[config.mk]
export PLATFORM = sky130hd
export DESIGN_NAME = sc_reg_matrix_bank
export DESIGN_NICKNAME = d
export VERILOG_FILES = /design/src/rtl/sc_regbank_pkg.sv /design/src/rtl/sc_regbank_collapse_ctrl.sv /design/src/rtl/sc_reg_matrix_bank.sv
export SDC_FILE = /design/constraint.sdc
export NUM_CORES = 1
export LEC_CHECK = 0
export CAP_MARGIN = 20
export CORE_MARGIN = 2
export CORE_UTILIZATION = 61
export CTS_CLUSTER_SIZE = 30
export DETAILED_ROUTE_END_ITERATION = 6
export GPL_TIMING_DRIVEN = 0
export PLACE_DENSITY = 0.82
export SLEW_MARGIN = 25
export SYNTH_ARGS = -nofsm -noshare
export SYNTH_HDL_FRONTEND = slang
export SYNTH_HIERARCHICAL = 1
export SYNTH_SLANG_ARGS = --single-unit
export TNS_END_PERCENT = 20
[constraint.sdc]
create_clock -name SC_RegBANK_CLOCK_50 -period 4.2 [get_ports SC_RegBANK_CLOCK_50]
set_input_delay 0.84 -clock SC_RegBANK_CLOCK_50 [delete_from_list [all_inputs] [get_ports SC_RegBANK_CLOCK_50]]
set_output_delay 0.84 -clock SC_RegBANK_CLOCK_50 [all_outputs]
set_load 0.01 [all_outputs]
[src/rtl/sc_regbank_pkg.sv]
// Shared types for the multi-row matrix register bank.
// Collapse FSM states and per-row shift-mode codes.
package sc_regbank_pkg;

    typedef enum logic [1:0] {
        ST_IDLE = 2'd0,
        ST_SCAN = 2'd1,
        ST_DONE = 2'd2
    } cstate_e;

    typedef enum logic [1:0] {
        SH_HOLD = 2'b00,
        SH_SHL  = 2'b01,
        SH_SHR  = 2'b10,
        SH_ROTL = 2'b11
    } shift_e;

endpackage

[src/rtl/sc_regbank_collapse_ctrl.sv]
// Collapse sequencer: walks the rows once, strobing a delete at the
// pointer whenever that row is full, and counts the rows removed.
module sc_regbank_collapse_ctrl
    import sc_regbank_pkg::*;
#(
    parameter int DEPTH = 8,
    parameter int AW    = 3
) (
    input  logic             clk_i,
    input  logic             rst_i,
    input  logic             clear_i,
    input  logic             start_i,
    input  logic [DEPTH-1:0] fullrow_i,
    output logic             busy_o,
    output logic             done_o,
    output logic             collapse_o,
    output logic [AW:0]      ptr_o,
    output logic [AW:0]      removed_o
);

    localparam logic [AW:0] DEPTH_W = (AW+1)'(DEPTH);

    cstate_e     state_q, state_d;
    logic [AW:0] ptr_q, ptr_d;
    logic [AW:0] left_q, left_d;
    logic [AW:0] removed_q, removed_d;
    logic        full_at_p;

    always_comb begin
        full_at_p = 1'b0;
        if (ptr_q < DEPTH_W) full_at_p = fullrow_i[ptr_q[AW-1:0]];
    end

    always_comb begin
        state_d    = state_q;
        ptr_d      = ptr_q;
        left_d     = left_q;
        removed_d  = removed_q;
        busy_o     = 1'b0;
        done_o     = 1'b0;
        collapse_o = 1'b0;
        unique case (state_q)
            ST_IDLE: begin
                if (start_i) begin
                    state_d   = ST_SCAN;
                    ptr_d     = '0;
                    left_d    = DEPTH_W;
                    removed_d = '0;
                end
            end
            ST_SCAN: begin
                busy_o = 1'b1;
                left_d = left_q - 1'b1;
                // A deleted row pulls the next one down into p, so p holds
                if (full_at_p) begin
                    collapse_o = 1'b1;
                    removed_d  = removed_q + 1'b1;
                end else begin
                    ptr_d = ptr_q + 1'b1;
                end
                if (left_q == (AW+1)'(1)) state_d = ST_DONE;
            end
            ST_DONE: begin
                done_o  = 1'b1;
                state_d = ST_IDLE;
            end
            default: state_d = ST_IDLE;
        endcase
        if (clear_i) begin
            state_d    = ST_IDLE;
            removed_d  = '0;
            collapse_o = 1'b0;
        end
    end

    always_ff @(posedge clk_i or posedge rst_i) begin
        if (rst_i) begin
            state_q   <= ST_IDLE;
            ptr_q     <= '0;
            left_q    <= '0;
            removed_q <= '0;
        end else begin
            state_q   <= state_d;
            ptr_q     <= ptr_d;
            left_q    <= left_d;
            removed_q <= removed_d;
        end
    end

    assign ptr_o     = ptr_q;
    assign removed_o = removed_q;

endmodule

[src/rtl/sc_reg_matrix_bank.sv]
// Row array for the LED matrix: per-row load/shift/rotate, full-row
// flags, and the collapse that deletes full rows under sequencer control.
module sc_reg_matrix_bank
    import sc_regbank_pkg::*;
#(
    parameter int RegBANK_DATAWIDTH = 8,
    parameter int RegBANK_DEPTH     = 8,
    parameter int RegBANK_ADDRWIDTH = 3,
    parameter logic [RegBANK_DATAWIDTH-1:0] DATA_FIXED_INITROW = '0
) (
    input  logic                         SC_RegBANK_CLOCK_50,
    input  logic                         SC_RegBANK_RESET_InHigh,
    input  logic                         SC_RegBANK_clear_InLow,
    input  logic                         SC_RegBANK_load_InLow,
    input  logic [1:0]                   SC_RegBANK_shift_In,
    input  logic [RegBANK_ADDRWIDTH-1:0] SC_RegBANK_addr_In,
    input  logic [RegBANK_DATAWIDTH-1:0] SC_RegBANK_data_InBUS,
    input  logic                         SC_RegBANK_collapse_InLow,
    input  logic [RegBANK_ADDRWIDTH-1:0] SC_RegBANK_rdaddr_In,
    output logic [RegBANK_DATAWIDTH-1:0] SC_RegBANK_data_OutBUS,
    output logic [RegBANK_DEPTH-1:0]     SC_RegBANK_fullrow_Out,
    output logic                         SC_RegBANK_busy_Out,
    output logic                         SC_RegBANK_done_Out,
    output logic [RegBANK_ADDRWIDTH:0]   SC_RegBANK_removed_Out
);

    localparam int DW    = RegBANK_DATAWIDTH;
    localparam int DEPTH = RegBANK_DEPTH;
    localparam int AW    = RegBANK_ADDRWIDTH;
    localparam logic [AW:0] DEPTH_W = (AW+1)'(DEPTH);

    logic [DW-1:0] rows_q [DEPTH];
    logic [DW-1:0] rows_d [DEPTH];
    logic          busy;
    logic          collapse;
    logic [AW:0]   ptr;
    logic          wr_ok;

    always_comb begin
        for (int i = 0; i < DEPTH; i++) SC_RegBANK_fullrow_Out[i] = &rows_q[i];
    end

    always_comb begin
        SC_RegBANK_data_OutBUS = '0;
        if ({1'b0, SC_RegBANK_rdaddr_In} < DEPTH_W)
            SC_RegBANK_data_OutBUS = rows_q[SC_RegBANK_rdaddr_In];
    end

    assign wr_ok = ({1'b0, SC_RegBANK_addr_In} < DEPTH_W);

    sc_regbank_collapse_ctrl #(
        .DEPTH (DEPTH),
        .AW    (AW)
    ) u_ctrl (
        .clk_i      (SC_RegBANK_CLOCK_50),
        .rst_i      (SC_RegBANK_RESET_InHigh),
        .clear_i    (~SC_RegBANK_clear_InLow),
        .start_i    (~SC_RegBANK_collapse_InLow),
        .fullrow_i  (SC_RegBANK_fullrow_Out),
        .busy_o     (busy),
        .done_o     (SC_RegBANK_done_Out),
        .collapse_o (collapse),
        .ptr_o      (ptr),
        .removed_o  (SC_RegBANK_removed_Out)
    );

    assign SC_RegBANK_busy_Out = busy;

    always_comb begin
        rows_d = rows_q;
        if (!SC_RegBANK_clear_InLow) begin
            for (int i = 0; i < DEPTH; i++) rows_d[i] = DATA_FIXED_INITROW;
        end else if (collapse) begin
            for (int i = 0; i < DEPTH - 1; i++)
                if (i >= int'(ptr)) rows_d[i] = rows_q[i+1];
            rows_d[DEPTH-1] = DATA_FIXED_INITROW;
        end else if (!busy && wr_ok) begin
            if (!SC_RegBANK_load_InLow) begin
                rows_d[SC_RegBANK_addr_In] = SC_RegBANK_data_InBUS;
            end else begin
                unique case (shift_e'(SC_RegBANK_shift_In))
                    SH_HOLD: ;
                    SH_SHL: rows_d[SC_RegBANK_addr_In] =
                        {rows_q[SC_RegBANK_addr_In][DW-2:0], 1'b0};
                    SH_SHR: rows_d[SC_RegBANK_addr_In] =
                        {1'b0, rows_q[SC_RegBANK_addr_In][DW-1:1]};
                    SH_ROTL: rows_d[SC_RegBANK_addr_In] =
                        {rows_q[SC_RegBANK_addr_In][DW-2:0],
                         rows_q[SC_RegBANK_addr_In][DW-1]};
                endcase
            end
        end
    end

    always_ff @(posedge SC_RegBANK_CLOCK_50 or posedge SC_RegBANK_RESET_InHigh) begin
        if (SC_RegBANK_RESET_InHigh) begin
            for (int i = 0; i < DEPTH; i++) rows_q[i] <= '0;
        end else begin
            for (int i = 0; i < DEPTH; i++) rows_q[i] <= rows_d[i];
        end
    end

endmodule
==> results_dict.tcl <==
set metrics [dict create \
    clkLatencyLatePin_ns 0.39 \
    diodes 0 \
    fp.dieArea_um2 12000 \
    place.gp.congestion 1.06 \
    vias 7876 \
    worstPathArrival_ns 4.35 \
    crit_buf_inv 3 \
    area_growth_pct 10.0 \
    hold_buffers 0 \
    initial_core_util 0.627 \
    synth-seq-cells 78 \
    antenna_found_initial 0 \
    p_per_area_nw_per_um2 398 \
    dp_hpwl_um 19800 \
    cts_setup_buffers 0 \
    cts_max_level 3 \
    fin_crit_sh 0.968 \
    port_buffers 31 \
    cap_violations 0 \
    cts_tree "built" \
    first_pass_iters 7 \
    core_um2 10800 \
    finalCriticalPeriod_ns 4.07 \
    cts_inserted_buffers 9 \
    synth_edf_count 0 \
    final_util 0.690 \
    synth_area_um2 6800 \
    stdcell_area_um2 7480 \
    slowest_stage "or4_4" \
    hold_viol_final 0 \
    die_x_um 110 \
    synthDistinctLibCells 82 \
    nets 889 \
    rsz0062_at_grt "false" \
    die_h_um 110 \
    remaining_drc_errors 40 \
    ir_worst_vdd_mv 0.262 \
    crit_fanout 10 \
    synth_warnings 6 \
    ys.flop_type "dfrtp_1" \
    wl_per_cell_um 27.6 \
    path_cells "nand4_1 > nor2_1 > mux2i_1 > a22oi_2 > nand2_2 > or4_4 > clkinv_1 > nand2b_1 > buf_2 > clkbuf_1 > nor2_1 > a22oi_1 > a21oi_1" \
    cp_common_cell "nor2_1" \
    relSlewSlack 0.462 \
    critPathTopFamily "simple AND/OR/NAND/NOR gates" \
    syn-num-nets 846 \
    avgSynthCellArea_um2 8.30 \
    yosysSeqAreaShare 0.287 \
    p_leak_nw 2.80 \
    overflow 0 \
    place_area_um2 7310 \
    worstMarginPinSlew_ns 0.804 \
    end_kind "register" \
    cts_root_buf "clkbuf_8" \
    slew_viol_final 0 \
    status "complete, but fails checks" \
    setup_viol 0 \
    fmax_mhz 246 \
    min_path_type "register to register" \
    final_layout_size_suffix_gt1_frac 0.151 \
    critPathKind "register to register" \
    grt_pass1_vias 7457 \
    critPathLaunchType "register" \
    globalRouteTotalUtil 0.469 \
    drt_iter0_markers 1427 \
    tns_ns 0 \
    viasPerCell 7.82 \
    critPathMaxStageDelay_ns 0.56 \
    fin_total_pwr_mw 2.98 \
    ios 43 \
    grt_max_degree 37 \
    grt_pass1_wl_um 41600 \
    drt_wl_total_um 27800 \
    antenna_left 0 \
    cts_resized 0 \
    clockBufferDepth 2 \
    syn_inst 819 \
    worstPathRequired_ns 4.48 \
    row_count 38 \
    violations "DRC" \
    synthArstFlopShare 1.00 \
    skew_ns 0.00921 \
    clock-sinks 78 \
    cts.reportedPaths.clkPinSlew_ns 0.09 \
]
==> area by class of cell <==
| class | count | area, um^2 |
|---|---|---|
| Fill cell | 890 | 3360 |
| Multi-Input combinational cell | 642 | 4350 |
| Sequential cell | 78 | 1950 |
| Clock buffer | 9 | 124 |
| Buffer | 84 | 445 |
| Timing Repair Buffer | 32 | 330 |
| Clock inverter | 7 | 50.0 |
| Tap cell | 140 | 175 |
| Inverter | 15 | 58.8 |
==> final timing paths <==
kind                                         start             endpoint  slack, ns  cells past startpoint
setup / recovery                        rows_q[46]           rows_q[45]       0.13                     13
hold / removal                 u_ctrl/removed_o[3]  u_ctrl/removed_o[3]       0.51                      1
setup reg to reg                        rows_q[46]           rows_q[45]       0.13                     13
hold reg to reg                u_ctrl/removed_o[3]  u_ctrl/removed_o[3]       0.51                      1
max in group asynchronous  SC_RegBANK_RESET_InHigh           rows_q[34]       2.82                      3
min in group asynchronous  SC_RegBANK_RESET_InHigh           rows_q[19]       0.83                      2
==> layer usage <==
layer	track usage	vias to the layer above	wire length (um)
li1	-	3266	-
met1	0.626	3654	10000
met2	0.655	766	11400
met3	0.127	190	4290
met4	0.322	0	2030
met5	0	-	0
==> flip-flops by register name, indices dropped and copies added, names as in the netlist <==
name              cells
rows_q               64
u_ctrl/ptr_o          4
u_ctrl/removed_o      4
u_ctrl/left_q         4
u_ctrl/state_q        2
==> cells in the mapped netlist, types with 3 or more instances <==
library cell / count / area share
a211o_1: 13 / 0.017
a211oi_1: 15 / 0.017
a21o_1: 3 / 0.0033
a21oi_1: 109 / 0.080
a221o_1: 13 / 0.019
a221oi_1: 23 / 0.030
a221oi_4: 3 / 0.012
a222oi_1: 6 / 0.0088
a22oi_1: 9 / 0.0099
a311oi_1: 5 / 0.0064
a31oi_1: 35 / 0.032
a32o_1: 9 / 0.013
a32oi_1: 3 / 0.0039
and3_1: 4 / 0.0037
and3b_1: 3 / 0.0039
buf_1: 6 / 0.0033
buf_2: 32 / 0.024
buf_4: 3 / 0.0033
buf_6: 9 / 0.015
clkbuf_1: 26 / 0.014
clkbuf_2: 8 / 0.0059
dfrtp_1: 78 / 0.29
ha_1: 6 / 0.011
inv_1: 12 / 0.0066
mux2_2: 12 / 0.020
mux2i_1: 5 / 0.0074
mux4_2: 16 / 0.053
nand2_1: 54 / 0.030
nand2b_1: 10 / 0.0092
nand3_1: 57 / 0.042
nand3b_1: 4 / 0.0044
nand4_1: 18 / 0.017
nor2_1: 87 / 0.048
nor2b_1: 5 / 0.0046
nor3_1: 11 / 0.0081
o211ai_1: 17 / 0.019
o21ai_0: 27 / 0.020
o21ai_1: 3 / 0.0022
or3_1: 4 / 0.0037
or3b_1: 3 / 0.0039
==> cells in the final DEF, fill, tap and decap left out, drive strengths merged, types with 6 or more instances in the layout <==
cell type	Yosys	routed
a221o	13	13
a22oi	10	10
a21oi	110	110
a31oi	35	35
nor3	12	12
o21ai	31	31
a32o	10	10
o211ai	18	18
clkdlybuf4s50	0	31
nor2	88	88
buf	50	50
nand4	18	18
a222oi	6	6
inv	14	15
a221oi	27	27
mux2	13	13
mux4	16	16
nand2b	10	10
nand3	57	57
nand3b	6	6
nand2	55	55
ha	6	6
a211o	13	13
a211oi	17	17
clkbuf	34	44
dfrtp	78	78
==> logic make-up after synthesis <==
group / share of synthesized area
simple gates: 0.214
flops: 0.287
mux: 0.0824
compound gates: 0.332
fa+ha+maj: 0.0110
buf+inv: 0.0736
==> through the flow <==
step	hold WS (ns)	std cells	setup WS [ns]
CTS	0.517	1007	0.182
detailed placement	0.498	991	-0.175
global route	0.533	1007	0.0875
global placement	0.489	990	-0.0930
floorplan	0.488	819	1.06
finish	0.515	1007	0.133
==> power breakdown <==
group	switching, mW	internal [mW]	total [mW]	leakage, nW
registers	0.398	0.909	1.31	0.996
clock network	0.328	0.215	0.543	0.0816
logic	0.635	0.493	1.13	1.72
total	1.36	1.62	2.98	2.80
(Power assumes the default switching activity.)
